File: src/rtl/sram_arb_pkg.sv
// sram_arb_pkg: shared constants and types for the two-port SRAM arbiter.
//   BITS / ADDR_WIDTH / WORD_DEPTH : geometry of the fakeram45_256x34 macro
//   state_e                        : controller FSM states (SCRUB, RUN)
//   req_t                          : one requester command (we, addr, wdata, wmask)
//   rsp_tag_t                      : read-return tag carried beside the macro latency
package sram_arb_pkg;

  localparam int BITS       = 34;
  localparam int ADDR_WIDTH = 8;
  localparam int WORD_DEPTH = 256;

  // Port identifiers as carried in the response tag.
  localparam logic PORT_A = 1'b0;
  localparam logic PORT_B = 1'b1;

  typedef enum logic {
    SCRUB = 1'b0,
    RUN   = 1'b1
  } state_e;

  typedef struct packed {
    logic                  we;
    logic [ADDR_WIDTH-1:0] addr;
    logic [BITS-1:0]       wdata;
    logic [BITS-1:0]       wmask;
  } req_t;

  typedef struct packed {
    logic valid;
    logic port;
    logic is_read;
  } rsp_tag_t;

  // A tag describes a read that must produce a response.
  function automatic logic tag_is_read_for(input rsp_tag_t tag, input logic port);
    return tag.valid & tag.is_read & (tag.port == port);
  endfunction

endpackage

File: src/rtl/sram_arbiter_2p_if.sv
// sram_arbiter_2p_if: one requester's valid/ready request channel plus its
// read-response channel.
//   req_valid/req_ready             : request handshake (ready driven by arbiter)
//   req_we/req_addr/req_wdata/wmask : request payload
//   rsp_valid/rsp_rdata             : one-cycle read strobe and held read data
// Modports: master = memory client, slave = arbiter.
interface sram_arbiter_2p_if #(
  parameter int BITS       = sram_arb_pkg::BITS,
  parameter int ADDR_WIDTH = sram_arb_pkg::ADDR_WIDTH
) ();

  logic                  req_valid;
  logic                  req_ready;
  logic                  req_we;
  logic [ADDR_WIDTH-1:0] req_addr;
  logic [BITS-1:0]       req_wdata;
  logic [BITS-1:0]       req_wmask;
  logic                  rsp_valid;
  logic [BITS-1:0]       rsp_rdata;

  modport master (
    output req_valid, req_we, req_addr, req_wdata, req_wmask,
    input  req_ready, rsp_valid, rsp_rdata
  );

  modport slave (
    input  req_valid, req_we, req_addr, req_wdata, req_wmask,
    output req_ready, rsp_valid, rsp_rdata
  );

endinterface

File: src/rtl/sram_arbiter_2p_rr_arb2.sv
// rr_arb2: two-way round-robin arbiter.
//   clk, rst_n : clock and synchronous active-low reset
//   req[1:0]   : request vector (bit 0 = port A, bit 1 = port B)
//   gnt[1:0]   : one-hot grant, combinational from req and the pointer
// The pointer names the port that wins a tie; after any grant it moves to
// the port that was not granted, and it holds when nothing is granted.
module rr_arb2 (
  input  logic       clk,
  input  logic       rst_n,
  input  logic [1:0] req,
  output logic [1:0] gnt
);

  logic ptr_q;  // 0: A wins a tie, 1: B wins a tie
  logic ptr_d;

  // Grant decode: a lone requester always wins, a tie goes to the pointer.
  always_comb begin
    gnt = 2'b00;
    case (req)
      2'b01:   gnt = 2'b01;
      2'b10:   gnt = 2'b10;
      2'b11:   gnt = ptr_q ? 2'b10 : 2'b01;
      default: gnt = 2'b00;
    endcase
  end

  // Pointer next state: point away from whoever was just granted.
  always_comb begin
    ptr_d = ptr_q;
    if (gnt[0]) begin
      ptr_d = 1'b1;
    end else if (gnt[1]) begin
      ptr_d = 1'b0;
    end else begin
      ptr_d = ptr_q;
    end
  end

  // Pointer register.
  always_ff @(posedge clk) begin
    if (!rst_n) begin
      ptr_q <= 1'b0;
    end else begin
      ptr_q <= ptr_d;
    end
  end

endmodule

File: src/rtl/sram_arbiter_2p.sv
// sram_arbiter_2p: front end for one single-port 256x34 SRAM macro with a
// 1-cycle registered read. Zero-fills the array after reset, then
// round-robins requests from ports A and B onto the macro command port and
// steers read data back to the issuing port three cycles after accept.
//   clk, rst_n           : clock, synchronous active-low reset
//   init_done            : high from the first RUN cycle until the next reset
//   a, b                 : requester channels (sram_arbiter_2p_if.slave)
//   mem_ce/mem_we        : registered macro chip/write enable
//   mem_addr/wd/w_mask   : registered macro address, write data, bit mask
//   mem_rd               : macro read data (valid the cycle after a read command)
module sram_arbiter_2p #(
  parameter int BITS       = 34,
  parameter int ADDR_WIDTH = 8,
  parameter int WORD_DEPTH = 256,
  parameter bit SCRUB_EN   = 1'b1
) (
  input  logic                  clk,
  input  logic                  rst_n,
  output logic                  init_done,
  sram_arbiter_2p_if.slave      a,
  sram_arbiter_2p_if.slave      b,
  output logic                  mem_ce,
  output logic                  mem_we,
  output logic [ADDR_WIDTH-1:0] mem_addr,
  output logic [BITS-1:0]       mem_wd,
  output logic [BITS-1:0]       mem_w_mask,
  input  logic [BITS-1:0]       mem_rd
);

  import sram_arb_pkg::*;

  localparam logic [ADDR_WIDTH-1:0] LAST_ADDR   = ADDR_WIDTH'(WORD_DEPTH - 1);
  localparam state_e                RESET_STATE = (SCRUB_EN == 1'b1) ? SCRUB : RUN;

  state_e                state_q;
  logic [ADDR_WIDTH-1:0] scrub_cnt_q;
  logic                  init_done_q;

  logic [1:0]            arb_req;
  logic [1:0]            gnt;
  req_t                  sel_req;

  logic                  mem_ce_d, mem_we_d;
  logic [ADDR_WIDTH-1:0] mem_addr_d;
  logic [BITS-1:0]       mem_wd_d, mem_w_mask_d;
  logic                  mem_ce_q, mem_we_q;
  logic [ADDR_WIDTH-1:0] mem_addr_q;
  logic [BITS-1:0]       mem_wd_q, mem_w_mask_q;

  // tag0 sits beside the command register, tag1 beside mem_rd.
  rsp_tag_t              tag_d, tag0_q, tag1_q;
  logic                  rsp_hit_a, rsp_hit_b;
  logic                  a_rsp_valid_q, b_rsp_valid_q;
  logic [BITS-1:0]       a_rsp_rdata_q, b_rsp_rdata_q;

  // Requests only compete once the array is initialised.
  assign arb_req = (state_q == RUN) ? {b.req_valid, a.req_valid} : 2'b00;

  rr_arb2 u_rr_arb2 (
    .clk   (clk),
    .rst_n (rst_n),
    .req   (arb_req),
    .gnt   (gnt)
  );

  assign a.req_ready = gnt[0];
  assign b.req_ready = gnt[1];

  // Payload of the winning port (A when nobody wins; it is then unused).
  always_comb begin
    if (gnt[1]) begin
      sel_req = '{we: b.req_we, addr: b.req_addr, wdata: b.req_wdata, wmask: b.req_wmask};
    end else begin
      sel_req = '{we: a.req_we, addr: a.req_addr, wdata: a.req_wdata, wmask: a.req_wmask};
    end
  end

  // Next macro command and its response tag; idle cycles drive all zeros.
  always_comb begin
    mem_ce_d     = 1'b0;
    mem_we_d     = 1'b0;
    mem_addr_d   = '0;
    mem_wd_d     = '0;
    mem_w_mask_d = '0;
    tag_d        = '0;
    case (state_q)
      SCRUB: begin
        mem_ce_d     = 1'b1;
        mem_we_d     = 1'b1;
        mem_addr_d   = scrub_cnt_q;
        mem_wd_d     = '0;
        mem_w_mask_d = '1;
      end
      RUN: begin
        if (gnt != 2'b00) begin
          mem_ce_d     = 1'b1;
          mem_we_d     = sel_req.we;
          mem_addr_d   = sel_req.addr;
          mem_wd_d     = sel_req.wdata;
          mem_w_mask_d = sel_req.wmask;
          tag_d        = '{valid: 1'b1, port: gnt[1], is_read: ~sel_req.we};
        end else begin
          mem_ce_d     = 1'b0;
          mem_we_d     = 1'b0;
          mem_addr_d   = '0;
          mem_wd_d     = '0;
          mem_w_mask_d = '0;
          tag_d        = '0;
        end
      end
      default: begin
        mem_ce_d     = 1'b0;
        mem_we_d     = 1'b0;
        mem_addr_d   = '0;
        mem_wd_d     = '0;
        mem_w_mask_d = '0;
        tag_d        = '0;
      end
    endcase
  end

  // Controller FSM: scrub counter, init_done and the macro command register.
  always_ff @(posedge clk) begin
    if (!rst_n) begin
      state_q      <= RESET_STATE;
      scrub_cnt_q  <= '0;
      init_done_q  <= 1'b0;
      mem_ce_q     <= 1'b0;
      mem_we_q     <= 1'b0;
      mem_addr_q   <= '0;
      mem_wd_q     <= '0;
      mem_w_mask_q <= '0;
    end else begin
      mem_ce_q     <= mem_ce_d;
      mem_we_q     <= mem_we_d;
      mem_addr_q   <= mem_addr_d;
      mem_wd_q     <= mem_wd_d;
      mem_w_mask_q <= mem_w_mask_d;
      case (state_q)
        SCRUB: begin
          scrub_cnt_q <= scrub_cnt_q + ADDR_WIDTH'(1);
          // The last address is being issued now; RUN starts next cycle.
          if (scrub_cnt_q == LAST_ADDR) begin
            state_q     <= RUN;
            init_done_q <= 1'b1;
          end else begin
            state_q     <= SCRUB;
            init_done_q <= 1'b0;
          end
        end
        RUN: begin
          state_q     <= RUN;
          init_done_q <= 1'b1;
          scrub_cnt_q <= scrub_cnt_q;
        end
        default: begin
          state_q     <= RESET_STATE;
          init_done_q <= 1'b0;
          scrub_cnt_q <= '0;
        end
      endcase
    end
  end

  assign rsp_hit_a = tag_is_read_for(tag1_q, PORT_A);
  assign rsp_hit_b = tag_is_read_for(tag1_q, PORT_B);

  // Tag pipeline and per-port read-data capture; rdata holds between reads.
  always_ff @(posedge clk) begin
    if (!rst_n) begin
      tag0_q        <= '0;
      tag1_q        <= '0;
      a_rsp_valid_q <= 1'b0;
      b_rsp_valid_q <= 1'b0;
      a_rsp_rdata_q <= '0;
      b_rsp_rdata_q <= '0;
    end else begin
      tag0_q        <= tag_d;
      tag1_q        <= tag0_q;
      a_rsp_valid_q <= rsp_hit_a;
      b_rsp_valid_q <= rsp_hit_b;
      if (rsp_hit_a) begin
        a_rsp_rdata_q <= mem_rd;
      end else begin
        a_rsp_rdata_q <= a_rsp_rdata_q;
      end
      if (rsp_hit_b) begin
        b_rsp_rdata_q <= mem_rd;
      end else begin
        b_rsp_rdata_q <= b_rsp_rdata_q;
      end
    end
  end

  assign init_done   = init_done_q;
  assign mem_ce      = mem_ce_q;
  assign mem_we      = mem_we_q;
  assign mem_addr    = mem_addr_q;
  assign mem_wd      = mem_wd_q;
  assign mem_w_mask  = mem_w_mask_q;
  assign a.rsp_valid = a_rsp_valid_q;
  assign a.rsp_rdata = a_rsp_rdata_q;
  assign b.rsp_valid = b_rsp_valid_q;
  assign b.rsp_rdata = b_rsp_rdata_q;

endmodule

File: src/flat_wrapper.sv
// flat-port wrapper written by rule: the top's interface ports become plain ports
module sram_arbiter_2p_flat import sram_arb_pkg::*;
#(
  parameter int BITS       = 34,
  parameter int ADDR_WIDTH = 8,
  parameter int WORD_DEPTH = 256,
  parameter bit SCRUB_EN   = 1'b1
)
  (clk, rst_n, init_done, mem_ce, mem_we, mem_addr, mem_wd, mem_w_mask, mem_rd, a_req_valid, a_req_we, a_req_addr, a_req_wdata, a_req_wmask, a_req_ready, a_rsp_valid, a_rsp_rdata, b_req_valid, b_req_we, b_req_addr, b_req_wdata, b_req_wmask, b_req_ready, b_rsp_valid, b_rsp_rdata);
  sram_arbiter_2p_if #(.BITS(BITS), .ADDR_WIDTH(ADDR_WIDTH)) a_i ();
  sram_arbiter_2p_if #(.BITS(BITS), .ADDR_WIDTH(ADDR_WIDTH)) b_i ();
  input  logic clk;
  input  logic rst_n;
  output logic init_done;
  output logic mem_ce;
  output logic mem_we;
  output logic [ADDR_WIDTH-1:0] mem_addr;
  output logic [BITS-1:0] mem_wd;
  output logic [BITS-1:0] mem_w_mask;
  input  logic [BITS-1:0] mem_rd;
  input wire logic [$bits(a_i.req_valid)-1:0] a_req_valid;
  input wire logic [$bits(a_i.req_we)-1:0] a_req_we;
  input wire logic [$bits(a_i.req_addr)-1:0] a_req_addr;
  input wire logic [$bits(a_i.req_wdata)-1:0] a_req_wdata;
  input wire logic [$bits(a_i.req_wmask)-1:0] a_req_wmask;
  output wire logic [$bits(a_i.req_ready)-1:0] a_req_ready;
  output wire logic [$bits(a_i.rsp_valid)-1:0] a_rsp_valid;
  output wire logic [$bits(a_i.rsp_rdata)-1:0] a_rsp_rdata;
  input wire logic [$bits(b_i.req_valid)-1:0] b_req_valid;
  input wire logic [$bits(b_i.req_we)-1:0] b_req_we;
  input wire logic [$bits(b_i.req_addr)-1:0] b_req_addr;
  input wire logic [$bits(b_i.req_wdata)-1:0] b_req_wdata;
  input wire logic [$bits(b_i.req_wmask)-1:0] b_req_wmask;
  output wire logic [$bits(b_i.req_ready)-1:0] b_req_ready;
  output wire logic [$bits(b_i.rsp_valid)-1:0] b_rsp_valid;
  output wire logic [$bits(b_i.rsp_rdata)-1:0] b_rsp_rdata;
  assign a_i.req_valid = a_req_valid;
  assign a_i.req_we = a_req_we;
  assign a_i.req_addr = a_req_addr;
  assign a_i.req_wdata = a_req_wdata;
  assign a_i.req_wmask = a_req_wmask;
  assign a_req_ready = a_i.req_ready;
  assign a_rsp_valid = a_i.rsp_valid;
  assign a_rsp_rdata = a_i.rsp_rdata;
  assign b_i.req_valid = b_req_valid;
  assign b_i.req_we = b_req_we;
  assign b_i.req_addr = b_req_addr;
  assign b_i.req_wdata = b_req_wdata;
  assign b_i.req_wmask = b_req_wmask;
  assign b_req_ready = b_i.req_ready;
  assign b_rsp_valid = b_i.rsp_valid;
  assign b_rsp_rdata = b_i.rsp_rdata;
  sram_arbiter_2p #(.BITS(BITS), .ADDR_WIDTH(ADDR_WIDTH), .WORD_DEPTH(WORD_DEPTH), .SCRUB_EN(SCRUB_EN)) u_core (.clk(clk), .rst_n(rst_n), .init_done(init_done), .a(a_i), .b(b_i), .mem_ce(mem_ce), .mem_we(mem_we), .mem_addr(mem_addr), .mem_wd(mem_wd), .mem_w_mask(mem_w_mask), .mem_rd(mem_rd));
endmodule
File: config.mk
export PLATFORM = sky130hd
export DESIGN_NAME = sram_arbiter_2p_flat
export DESIGN_NICKNAME = d
export VERILOG_FILES = /design/src/rtl/sram_arb_pkg.sv /design/src/rtl/sram_arbiter_2p_if.sv /design/src/rtl/sram_arbiter_2p_rr_arb2.sv /design/src/rtl/sram_arbiter_2p.sv /design/src/flat_wrapper.sv
export SDC_FILE = /design/constraint.sdc
export NUM_CORES = 1
export LEC_CHECK = 0
export ABC_AREA = 1
export ABC_CLOCK_PERIOD_IN_PS = 1640
export BUFFER_PORTS_ARGS = -buffer_cell sky130_fd_sc_hd__buf_2
export CAP_MARGIN = 30
export CORE_AREA = 2 2 132 134
export DETAILED_ROUTE_END_ITERATION = 10
export DIE_AREA = 0 0 134 136
export HOLD_SLACK_MARGIN = 0.12
export PLACE_DENSITY = 0.72
export SLEW_MARGIN = 40
export SYNTH_ARGS = -nofsm -noshare
export SYNTH_HDL_FRONTEND = slang
export SYNTH_SLANG_ARGS = --single-unit
File: constraint.sdc
create_clock -name clk -period 1.64 [get_ports clk]
set_input_delay 0.082 -clock clk [delete_from_list [all_inputs] [get_ports clk]]
set_output_delay 0.082 -clock clk [all_outputs]
set_load 0.1 [all_outputs]
[After elaboration in Yosys (flattened, before gate mapping)]
Index checks and enable logic that the tools add are counted.
Cells by class
  equal/unequal tests: 4
  reduce and logical (&&, ||, !) cells: 3
  mux-type cells: 20
  bitwise operators: 6
  $add $sub $neg: 1
Operators by type and width (number)
  34-bit one-hot mux with 2 select lines: 2
  77-bit 2-to-1 mux: 1
  34-bit 2-to-1 mux: 2
  8-bit 2-to-1 mux: 2
  8-bit one-hot mux with 2 select lines: 1
  8-bit by 1-bit adder with 8-bit output, second input constant: 1
  8-bit equality test, second input constant: 1
  1-bit one-hot mux with 2 select lines: 3
  2-bit one-hot mux with 3 select lines: 1
  1-bit 2-to-1 mux: 5
  2-bit equality test, second input constant: 2
  2-bit 2-to-1 mux: 2
  1-bit AND: 3
  3-bit 2-to-1 mux: 1
  1-bit inverter: 3
  3-bit AND reduction: 1
  2-bit by 1-bit equality test with 1-bit output, second input constant: 1
  2-bit AND reduction: 1
  2-bit nonzero test: 1
Storage, ports and cells
  output and inout port bits: 151
  flip-flop bits (word level): 164
  logic and storage cells: 52
  input port bits: 192

[Depth between registers and ports, before layout]
Gate-level depths: netlist (run 1).
  depth in word-level cells: 6
  depth in mapped cells: 10
  depth with buffers taken out: 8

[Hierarchy]
Synthesis (run 1) repeated with hierarchy kept, for this count alone.
Unflattened totals
  cell total of the unflattened synthesis: 803
  area, all modules: 6118.4 um^2
Modules (own cells, without submodules)
  sram_arbiter_2p: seq. area each 3263.1 um^2, times used 1, area each 6060.8 um^2, cells each 794
  rr_arb2: seq. area each 20.0 um^2, times used 1, area each 57.6 um^2, cells each 9

[Worst setup path before layout (run 1)]
No wires, ideal clock.
  kind: register to register
  start: reg u_core.state_q
  end: reg u_core.mem_addr_q[3], in the netlist u_core.mem_addr[3]
  buffers on the path: 1
  period minus slack after synthesis: 3.309 ns
  arrival time: 3.251 ns
  setup slack: -1.669 ns
  stages on the path, launching flop included: 8
  required time: 1.582 ns
  library setup time: 0.058 ns
  cell sequence: dfxtp_1 buf_4 nand2_2 a21oi_1 nor2_1 nor2_1 o21ai_1 nand2_1
On the way
  cells in the longest elaborated chain, start to end: 6
  elaborated cells between the ends (all ways): 10
  those cells by class: eq/ne (3); mux (5); bitwise (1); reduce/logical (1)
RTL lines
  start, declared: line sram_arbiter_2p.sv:35  | state_e state_q;
  start signal, assigned: line sram_arbiter_2p.sv:125  | state_q <= RESET_STATE;
  start signal, assigned: line sram_arbiter_2p.sv:144  | state_q <= RUN;
  start signal, assigned: line sram_arbiter_2p.sv:147  | state_q <= SCRUB;
  2-bit 2-to-1 mux *: line sram_arbiter_2p.sv:57  | assign arb_req = (state_q == RUN) ? {b.req_valid, a.req_valid} : 2'b00;
  2-bit equality test / 2-bit by 1-bit equality test with 1-bit output (equally long branches): line sram_arbiter_2p_rr_arb2.sv:20  | case (req)
  2-bit one-hot mux with 3 select lines *: line sram_arbiter_2p_rr_arb2.sv:20
  via a_req_ready: line flat_wrapper.sv:26  | output wire logic [$bits(a_i.req_ready)-1:0] a_req_ready;
  2-bit nonzero test *: line sram_arbiter_2p.sv:95  | if (gnt != 2'b00) begin
  8-bit 2-to-1 mux *: line sram_arbiter_2p.sv:95
  8-bit one-hot mux with 2 select lines *: line sram_arbiter_2p.sv:86  | case (state_q)
  end signal, assigned: line sram_arbiter_2p.sv:136  | mem_addr_q <= mem_addr_d;
  end, declared: line sram_arbiter_2p.sv:47  | logic [ADDR_WIDTH-1:0] mem_addr_q;
Mark *: on every way through the listed nets, which the timed path passes. The rest lies on a longest branch.
A chain may end at the register's enable or synchronous reset.

[Worst setup path in the final report (run 1)]
  start: reg u_core.state_q
  end: out b_req_ready
On the way
  cells in the longest elaborated chain, start to end: 3
  elaborated cells between the ends (all ways): 5
  those cells by class: eq/ne (3); mux (2)
RTL lines
  2-bit 2-to-1 mux *: line sram_arbiter_2p.sv:57
  2-bit equality test / 2-bit by 1-bit equality test with 1-bit output (equally long branches): line sram_arbiter_2p_rr_arb2.sv:20
  2-bit one-hot mux with 3 select lines *: line sram_arbiter_2p_rr_arb2.sv:20
  end, declared: line flat_wrapper.sv:34  | output wire logic [$bits(b_i.req_ready)-1:0] b_req_ready;
Every way passes the cells marked *; elsewhere a longest branch is shown, timed or not.

==> results of run 1 <==
## registers in the layout (all words and copies together), names as in the netlist
signal	count
u_core.a.rsp_rdata	34
u_core.a.rsp_valid	1
u_core.b.rsp_rdata	34
u_core.b.rsp_valid	1
u_core.mem_addr	8
u_core.mem_ce	1
u_core.mem_w_mask	34
u_core.mem_wd	34
u_core.mem_we	1
u_core.scrub_cnt_q	8
u_core.state_q	1
u_core.tag0_q	3
u_core.tag1_q	3
u_core.u_rr_arb2.ptr_q	1
## kinds of logic (layout without fill, tap and decap cells)
family / after synthesis / after routing / synth area share
compound gates: 150 / 150 / 0.126
flops: 164 / 164 / 0.539
xor+xnor: 1 / 1 / 0.00144
buf+inv: 93 / 640 / 0.0692
simple gates: 395 / 395 / 0.262
fa+ha+maj: 1 / 1 / 0.00205
## layout make-up
class	count	area, sq um	area share
clock buffers	17	425	0.0395
clock inverters	15	210	0.0195
inverters	42	168	0.0156
multi-input cells	547	2420	0.225
flip-flops and latches	164	3290	0.305
well taps	225	282	0.0261
repair buffers	566	3980	0.369
## where the power goes
group | leakage [uW] | switching, uW | total (uW) | internal, uW
clock | 0.000312 | 1810 | 4290 | 2480
sequential | 0.00134 | 26.5 | 4070 | 4040
combinational | 0.00374 | 786 | 1340 | 551
## worst min-delay path by stage
stage | from | end | cells after the start
after floorplan | a_req_addr[3] | u_core.mem_addr[3] | 2
after global placement | b_req_wmask[1] | u_core.mem_w_mask[1] | 3
after detailed placement | b_req_wmask[1] | u_core.mem_w_mask[1] | 3
after CTS | a_req_valid | u_core.tag0_q[0] | 6
after global routing | a_req_valid | u_core.tag0_q[1] | 4
final | a_req_valid | u_core.tag0_q[1] | 4
## routing by layer
metal / vias up / wire length (um) / global-route usage
met3: 105 / 2510 / 0.0794
met5: - / 0 / 0
met4: 0 / 1500 / 0.172
met2: 522 / 12700 / 0.476
li1: 3624 / - / -
met1: 3492 / 9750 / 0.307
## placed cells by master (no fill, tap or decap), drive strengths merged
master	Yosys	layout
buf	31	374
nand2	197	197
dlygate4sd3	0	191
dfxtp	164	164
nor2	147	147
a21oi	87	87
o21ai	58	58
inv	41	50
nand3	46	46
clkbuf	20	17
clkinv	1	4
o211ai	3	3
bufinv	0	3
or2	2	2
nor3	2	2
o22ai	1	1
o21a	1	1
xor2	1	1
nand4	1	1
ha	1	1
bufbuf	0	1
## repair_timing
| action | CTS | global route |
|---|---|---|
| hold buffers | 192 | 0 |
| hold endpoints to repair | 149 | 0 |
| pin swaps | 0 | 2 |
| endpoints found under the setup margin | 2 | 13 |
| cloned | 1 | 0 |
| buffers inserted | 4 | 8 |
| resized for setup | 4 | 6 |
## stage by stage
| step | TNS [ns] | util | cell area, sq um |
|---|---|---|---|
| 5_1_grt | -0.0495 | 0.638 | 10800 |
| 4_1_cts | 0 | 0.633 | 10700 |
| 3_3_place_gp | 0 | 0.477 | 8060 |
| 6_report | 0 | 0.638 | 10800 |
| 3_5_place_dp | 0 | 0.477 | 8060 |
| 2_1_floorplan | -0.153 | - | 6120 |
## synth_stat cells (all sizes together)
library cell and instances:
nand2 197, dfxtp 164, nor2 147, a21oi 87
o21ai 58, nand3 46, inv 41, buf 31
clkbuf 20, o211ai 3, nor3 2, or2 2
clkinv 1, ha 1, nand4 1, o21a 1
o22ai 1, xor2 1
## worst max-delay path: cells and delay by family, from the launching register on
kind / cells / cell delay, ns
buf+inv: 4 / 0.43
simple gates: 2 / 0.24
flops: 1 / 0.39
==> run_results.csv, run 1 <==
group,metric,value,unit
run_status,status,"completed",
run,cap_viol_max_count,0,
sta,final.period_utilization,0.951,
drt,drtPass1Iterations,5,
drt,post-route-drc-count,0,
placed_design,hpwl,14500,um
logic_synthesis,synth.area.top_cells,"dfxtp_1 54%, nand2_1 12%, nor2_1 8.9%, a21oi_1 7.1%, o21ai_0 4.1%",
worst_hold_path,hp-class,"input port to flip-flop",
worst_setup_path,crit_slowest_cell,"dfxtp_4",
global_routing,grt_overflow_total,0,
cells_and_area,antenna_cells,0,
clocking,clock-sinks,164,
worst_setup_path,reg2reg_slack,0.08,ns
worst_setup_path,path_class,"flip-flop to output port",
logic_synthesis,syn_area_per_cell,7.58,sq um
clocking,htreeDepth,4,
logic_synthesis,synth-warning-count,0,
worst_setup_path,r2r_start,"u_core.state_q",
floorplanning,ios,343,
logic_synthesis,yosysSeqAreaShare,0.539,
sta,tightest_slew,0.553,ns
global_routing,grt_antenna_before_repair,0,
clocking,clockBufferDepth,2,
sta,max_freq,0.641,GHz
cells_and_area,num-nets-final,1531,
sta,fin_ws,0.0803,ns
worst_setup_path,slowest_delay,0.39,ns
placed_design,place.gp.congestion,0.862,
pwr,p_per_area,900,nW/um^2
pwr,power,9700,uW
logic_synthesis,synth_top_area_frac,0.539,
cells_and_area,nFillCells,1274,
sta,hold_viol_final,0,
worst_setup_path,setup.worst_path.start_class,"flip-flop",
floorplanning,fp.dieArea,18200,sq um
cells_and_area,syn2layout_area_growth,76.9,%
drt,routed_wl,26400,um
global_routing,grt_max_degree,67,
drt,drt_first_iter_violations,478,
worst_setup_path,cp_cell_sequence,"inv_2, nor2_4, nand2_8, inv_8, buf_12, buf_16",
worst_setup_path,cp-startpoint,"u_core.state_q",
sta,setup_viol,0,
placed_design,io_buffers,342,
clocking,clock-root-buffer,"clkbuf_16",
worst_setup_path,r2r-end,"u_core.mem_wd[10]",
global_routing,grt_pass1_vias,7703,
worst_setup_path,rr_worst_depth,8,
pwr,p_leak,0.00539,uW
sta,drv_slew,0,
logic_synthesis,ys_ff_latch,164,
floorplanning,coreArea,16900,sq um
logic_synthesis,syn_inst,804,
clocking,cts_buffers,17,
worst_setup_path,required,1.56,ns
worst_setup_path,crit_path_end_kind,"output port",
drt,vias,7743,
drt,drt.antenna.violating_nets,0,
cells_and_area,drive_gt1_frac,0.318,
logic_synthesis,synth.cell_area,6090,sq um
logic_synthesis,syn-num-nets,997,
sta,skew,0.0141,ns
floorplanning,start_util,0.361,
floorplanning,die_x,134,um
placed_design,place_inst,1340,
worst_setup_path,worst-path-max-fanout,9,
clocking,insertion_delay,0.43,ns
logic_synthesis,yosysTopAreaCell,"dfxtp_1",
worst_setup_path,arrival,1.48,ns
global_routing,grt_pass1_wl,39900,um
pwr,ir_drop,0.000742,V
sta,hold_ws,0.0860,ns
drt,wl_per_cell,16.8,um
floorplanning,dieHeight,136,um
sta,relSlewSlack,0.631,
clocking,cts_tree,"yes",
global_routing,grtUsageTotal,0.279,
drt,vias_per_cell,4.91,
worst_setup_path,cp-endpoint,"b_req_ready",
logic_synthesis,synth.distinct_cells,30,
cells_and_area,stdcell_count,1576,
floorplanning,rows,48,
placed_design,dpl_worst_slack,0.209,ns
sta,finalCriticalPeriod,1.56,ns
clocking,cts.clk_slew.worst_paths,0.07,ns
Note: power is estimated with default switching activity, not from simulation.
==> run 2: changes to the inputs <==
--- a/config.mk
+++ b/config.mk
@@ -9,11 +9,13 @@
 export ABC_CLOCK_PERIOD_IN_PS = 1640
 export BUFFER_PORTS_ARGS = -buffer_cell sky130_fd_sc_hd__buf_2
 export CAP_MARGIN = 30
-export CORE_AREA = 2 2 132 134
+export CELL_PAD_IN_SITES_DETAIL_PLACEMENT = 1
+export CELL_PAD_IN_SITES_GLOBAL_PLACEMENT = 1
+export CORE_MARGIN = 1.5
+export CORE_UTILIZATION = 30
 export DETAILED_ROUTE_END_ITERATION = 10
-export DIE_AREA = 0 0 134 136
 export HOLD_SLACK_MARGIN = 0.12
-export PLACE_DENSITY = 0.72
+export PLACE_DENSITY = 0.84
 export SLEW_MARGIN = 40
 export SYNTH_ARGS = -nofsm -noshare
 export SYNTH_HDL_FRONTEND = slang
==> run 2 against run 1 <==
Effect of this change: first-iteration DRC count is 17% higher; largest power group is now sequential cells; die area is 16% higher; critical path depth is 1 lower; clock skew is 0.00086 ns lower.
==> run_results.csv, run 2 (synthesis gave the netlist of run 1 again) <==
group,metric,value,unit
worst_setup_path,arrival,1.55,ns
placed_design,io_buffers,342,
drt,drt_first_iter_violations,559,
sta,finalSetupTns,0,ns
global_routing,gr-usage-met2,0.542,
drt,vias,8287,
sta,tightest_slew,0.588,ns
global_routing,grt_pass1_vias,8719,
cells_and_area,syn2layout_area_growth,75.7,%
pwr,p_sw,2770,uW
worst_hold_path,hp-class,"input port to flip-flop",
sta,relSlewSlack,0.608,
cells_and_area,final_cell_mix,"340 x buf_2, 194 x nand2_1, 191 x dlygate4sd3_1",
drt,vias_per_cell,5.14,
worst_setup_path,worst-path-max-fanout,8,
global_routing,grt_max_degree,45,
cells_and_area,regArea,3290,sq um
placed_design,hpwl,17100,um
clocking,clockBufferDepth,2,
worst_setup_path,crit_path_end_kind,"output port",
cells_and_area,drive_gt1_frac,0.313,
floorplanning,die_x,145,um
worst_setup_path,setup.worst_path.start_class,"flip-flop",
sta,hold_ws,0.198,ns
cells_and_area,multi_input_area,2420,sq um
clocking,clock-root-buffer,"clkbuf_16",
pwr,power,9350,uW
pwr,p_per_area,874,nW/um^2
cells_and_area,num-nets-final,1524,
clocking,htreeDepth,4,
worst_setup_path,path_class,"flip-flop to output port",
floorplanning,dieHeight,145,um
global_routing,grt_antenna_before_repair,4,
worst_setup_path,rr_worst_depth,6,
global_routing,grtUsageTotal,0.319,
sta,drv_slew,0,
clocking,cts_tree,"yes",
run,cap_viol_max_count,0,
placed_design,place.gp.congestion,0.860,
pwr,sw_frac_of_total,0.296,
pwr,p_clk_frac,0.412,
global_routing,top_usage_layer,"met2",
sta,finalCriticalPeriod,1.63,ns
global_routing,grt_pass1_wl,52100,um
drt,routed_wl,37000,um
drt,drtPass1Iterations,5,
drt,wl_per_cell,22.9,um
cells_and_area,final_common_cell,"buf_2",
drt,post-route-drc-count,0,
sta,final.period_utilization,0.993,
worst_setup_path,required,1.56,ns
clocking,insertion_delay,0.42,ns
floorplanning,start_util,0.309,
clocking,cts_buffers,17,
pwr,sequentialPowerShare,0.437,
sta,max_freq,0.614,GHz
global_routing,grtUsageMet3,0.0928,
floorplanning,fp.dieArea,21200,sq um
pwr,ir_drop,0.000659,V
clocking,clock-sinks,164,
run_status,status,"completed",
pwr,combPwrFrac,0.151,
cells_and_area,nFillCells,2403,
sta,skew,0.0133,ns
clocking,cts.clk_slew.worst_paths,0.07,ns
floorplanning,rows,51,
pwr,internal_power,6590,uW
pwr,p_leak,0.00531,uW
floorplanning,ios,343,
global_routing,use_met1,0.352,
drt,drt.antenna.violating_nets,0,
floorplanning,coreArea,19700,sq um
sta,hold_viol_final,0,
sta,setup_viol,0,
global_routing,grt_overflow_total,0,
worst_hold_path,holdPathStages,4,
==> run 2: worst paths after layout <==
path / startpoint / to / slack (ns)
hold reg to reg: u_core.tag0_q[1] / u_core.tag1_q[1] / 0.46
setup / recovery: u_core.state_q / b_req_ready / 0.01
setup reg to reg: u_core.state_q / u_core.mem_w_mask[27] / 0.06
hold / removal: a_req_valid / u_core.tag0_q[1] / 0.20
==> run 2: worst max-delay path: stages, from the launching register on <==
cell and delay (ns):
dfxtp_4 0.40, inv_2 0.08, nor2_4 0.19, nand2_8 0.15
inv_16 0.12, buf_16 0.17
==> run 2: layer usage <==
layer,part of all wire,up-vias
met4,0.070,0
met3,0.087,170
met5,0,-
li1,-,3611
met2,0.48,564
met1,0.36,3942
==> run 2: final cells by class <==
class / count / area share
Antenna cell: 4 / 0.000935
Clock buffer: 18 / 0.0401
Clock inverter: 13 / 0.0110
Inverter: 42 / 0.0165
Multi-Input combinational cell: 547 / 0.226
Sequential cell: 164 / 0.307
Tap cell: 265 / 0.0310
Timing Repair Buffer: 557 / 0.366
Timing Repair inverter: 2 / 0.00140
==> run 2: power groups by stage <==
stage | registers (uW) | clock network (uW) | logic, uW
after detailed placement | 4160 | 0 | 930
after global routing | 4080 | 4090 | 1450
after CTS | 4070 | 3890 | 1290
after global placement | 4160 | 0 | 919
final | 4080 | 3860 | 1410
after floorplan | 4580 | 0 | 142
==> run 2: stage by stage <==
step / instances / utilization / setup slack [ns] / cell area (sq um)
6_report: 1612 / 0.543 / 0.0111 / 10700
5_1_grt: 1612 / 0.543 / -0.00735 / 10700
4_1_cts: 1600 / 0.539 / 0.00461 / 10600
3_5_place_dp: 1374 / 0.412 / 0.104 / 8120
3_3_place_gp: 1374 / 0.412 / 0.181 / 8120
2_1_floorplan: 804 / - / -0.0523 / 6120
==> run 2: repair_timing <==
item,CTS,global route
pin swaps,3,2
setup buffers,2,9
hold buffers,192,0
setup endpoints to repair,1,33
gates cloned,2,0
gates resized for setup,5,5
hold endpoints to repair,148,0
==> run 3: changes to the inputs <==
--- a/config.mk
+++ b/config.mk
@@ -8,13 +8,13 @@
 export ABC_AREA = 1
 export ABC_CLOCK_PERIOD_IN_PS = 1640
 export BUFFER_PORTS_ARGS = -buffer_cell sky130_fd_sc_hd__buf_2
-export CAP_MARGIN = 30
 export CELL_PAD_IN_SITES_DETAIL_PLACEMENT = 1
 export CELL_PAD_IN_SITES_GLOBAL_PLACEMENT = 1
 export CORE_MARGIN = 1.5
 export CORE_UTILIZATION = 30
 export DETAILED_ROUTE_END_ITERATION = 10
 export HOLD_SLACK_MARGIN = 0.12
+export MAX_ROUTING_LAYER = met4
 export PLACE_DENSITY = 0.84
 export SLEW_MARGIN = 40
 export SYNTH_ARGS = -nofsm -noshare
==> run 3 against run 2 <==
Effect of this change: the flow now finishes with violations (negative setup slack); cell area hardly changed; sequential power hardly changed; die area stayed put; combinational power hardly changed; first-iteration DRC count is 7.9% higher; critical endpoint is now u_core.mem_wd[16]; largest cell class unchanged; largest power group unchanged; highest routed layer unchanged.
==> run_results.csv, run 3 (synthesis gave the netlist of run 1 again) <==
group,metric,value,unit
worst_hold_path,min_to,"u_core.tag0_q[1]",
run_status,violations,"negative setup slack",
floorplanning,fp.dieArea,21200,sq um
sta,relSlewSlack,0.614,
drt,vias_per_cell,5.17,
sta,max_freq,0.591,GHz
sta,finalCriticalPeriod,1.69,ns
cells_and_area,postLayoutCoreUtil,0.543,
clocking,clockBufferDepth,2,
clocking,cts_tree,"yes",
global_routing,grt_pass1_wl,52000,um
clocking,clock-root-buffer,"clkbuf_16",
cells_and_area,stdcell_area,10700,sq um
worst_setup_path,arrival,2.01,ns
cells_and_area,drive_gt1_frac,0.313,
global_routing,grt_antenna_before_repair,6,
worst_setup_path,crit_path_end_kind,"flip-flop",
run,cap_viol_max_count,0,
placed_design,place.gp.congestion,0.874,
floorplanning,ios,343,
worst_setup_path,r2r_start,"u_core.state_q",
cells_and_area,stdcell_count,1615,
sta,tightest_slew,0.578,ns
cells_and_area,num-nets-final,1525,
cells_and_area,syn2layout_area_growth,75.9,%
run_status,status,"finished with violations",
cells_and_area,final_cell_mix,"340 x buf_2, 194 x nand2_1, 191 x dlygate4sd3_1",
placed_design,hpwl,17100,um
worst_hold_path,holdPathStages,4,
pwr,p_leak,0.00532,uW
sta,fin_ws,-0.0531,ns
global_routing,grt_pass1_vias,8740,
drt,wl_per_cell,23.2,um
drt,post-route-drc-count,0,
global_routing,grt_overflow_total,0,
placed_design,io_buffers,342,
floorplanning,die_x,145,um
drt,drt_first_iter_violations,603,
floorplanning,rows,51,
clocking,cts_buffers,17,
clocking,clock-sinks,164,
sta,hold_ws,0.145,ns
worst_hold_path,hp-start,"a_req_valid",
global_routing,grt_max_degree,45,
worst_setup_path,r2r-end,"u_core.mem_wd[16]",
worst_hold_path,hp-class,"input port to flip-flop",
sta,final.period_utilization,1.03,
clocking,insertion_delay,0.43,ns
floorplanning,dieHeight,145,um
worst_setup_path,setup.worst_path.start_class,"flip-flop",
sta,skew,0.0141,ns
pwr,p_per_area,875,nW/um^2
floorplanning,coreArea,19700,sq um
pwr,ir_drop,0.000680,V
clocking,cts.clk_slew.worst_paths,0.07,ns
sta,drv_slew,0,
cells_and_area,final_common_cell,"buf_2",
placed_design,placed_area,8120,sq um
drt,routed_wl,37400,um
global_routing,grtUsageTotal,0.329,
worst_setup_path,path_class,"flip-flop to flip-flop",
clocking,htreeDepth,4,
worst_setup_path,reg2reg_slack,-0.05,ns
drt,drt.antenna.violating_nets,0,
worst_setup_path,required,1.96,ns
worst_setup_path,rr_worst_depth,7,
sta,setup_viol,1,
sta,hold_viol_final,0,
worst_setup_path,worst-path-max-fanout,41,
drt,drtPass1Iterations,5,
floorplanning,start_util,0.309,
placed_design,place_inst,1374,
drt,vias,8343,
## run 3: cell count changes in the layout (fill, tap and decap cells not counted), sizes merged
cell and change:
diode +2, inv +1
## run 3: repair_timing
action,in CTS,in global routing
gates cloned,2,1
endpoints found under the setup margin,1,32
hold endpoints to repair,148,0
resized for setup,5,3
hold buffers,192,0
buffers inserted,2,9
pin swaps,3,2
## run 3: area by class of cell
type                    count  area, sq um
fillers                  2429         9010
inverters                  42          174
well taps                 265          332
clock buffers              18          429
clock inverters            13          118
repair buffers            557         3920
multi-input cells         547         2420
repair inverters            3         23.8
flip-flops and latches    164         3290
diodes                      6         15.0
## run 3: how the worst max path moves through the flow
stage,cells after the start,slack (ns),from,to
6_report,7,-0.05,u_core.state_q,u_core.mem_wd[16]
5_1_grt,7,-0.08,u_core.state_q,u_core.mem_wd[16]
4_1_cts,5,0.005,u_core.state_q,b_req_ready
3_5_place_dp,7,0.10,u_core.u_rr_arb2.ptr_q,u_core.mem_wd[27]
3_3_place_gp,6,0.18,u_core.u_rr_arb2.ptr_q,b_req_ready
2_1_floorplan,7,-0.05,u_core.state_q,u_core.mem_addr[3]
## run 3: through the flow
stage / power [uW] / TNS [ns] / setup WS, ns
6_report: 9370 / -0.0531 / -0.0531
5_1_grt: 9650 / -0.0909 / -0.0778
4_1_cts: 9240 / 0 / 0.00461
3_5_place_dp: 5090 / 0 / 0.104
3_3_place_gp: 5080 / 0 / 0.181
2_1_floorplan: 4720 / -0.153 / -0.0523
## run 3: critical path, cell delays in order (launching register included)
cell and delay (ns):
dfxtp_4 0.40, nand2_4 0.09, inv_2 0.12, nand2_4 0.09, nand2_8 0.18, buf_12 0.24
nand2_1 0.16, a21oi_1 0.30
## run 3: per-layer routing
layer | GRT usage | vias to the layer above | part of all wire
li1 | - | 3622 | -
met1 | 0.361 | 3977 | 0.36
met2 | 0.540 | 565 | 0.49
met3 | 0.0793 | 179 | 0.082
met4 | 0.199 | 0 | 0.067
met5 | - | - | 0
## run 3: report_power, final
part / switching (uW) / internal [uW]
logic: 861 / 553
clock network: 1880 / 1990
registers: 42.6 / 4040
total: 2780 / 6590
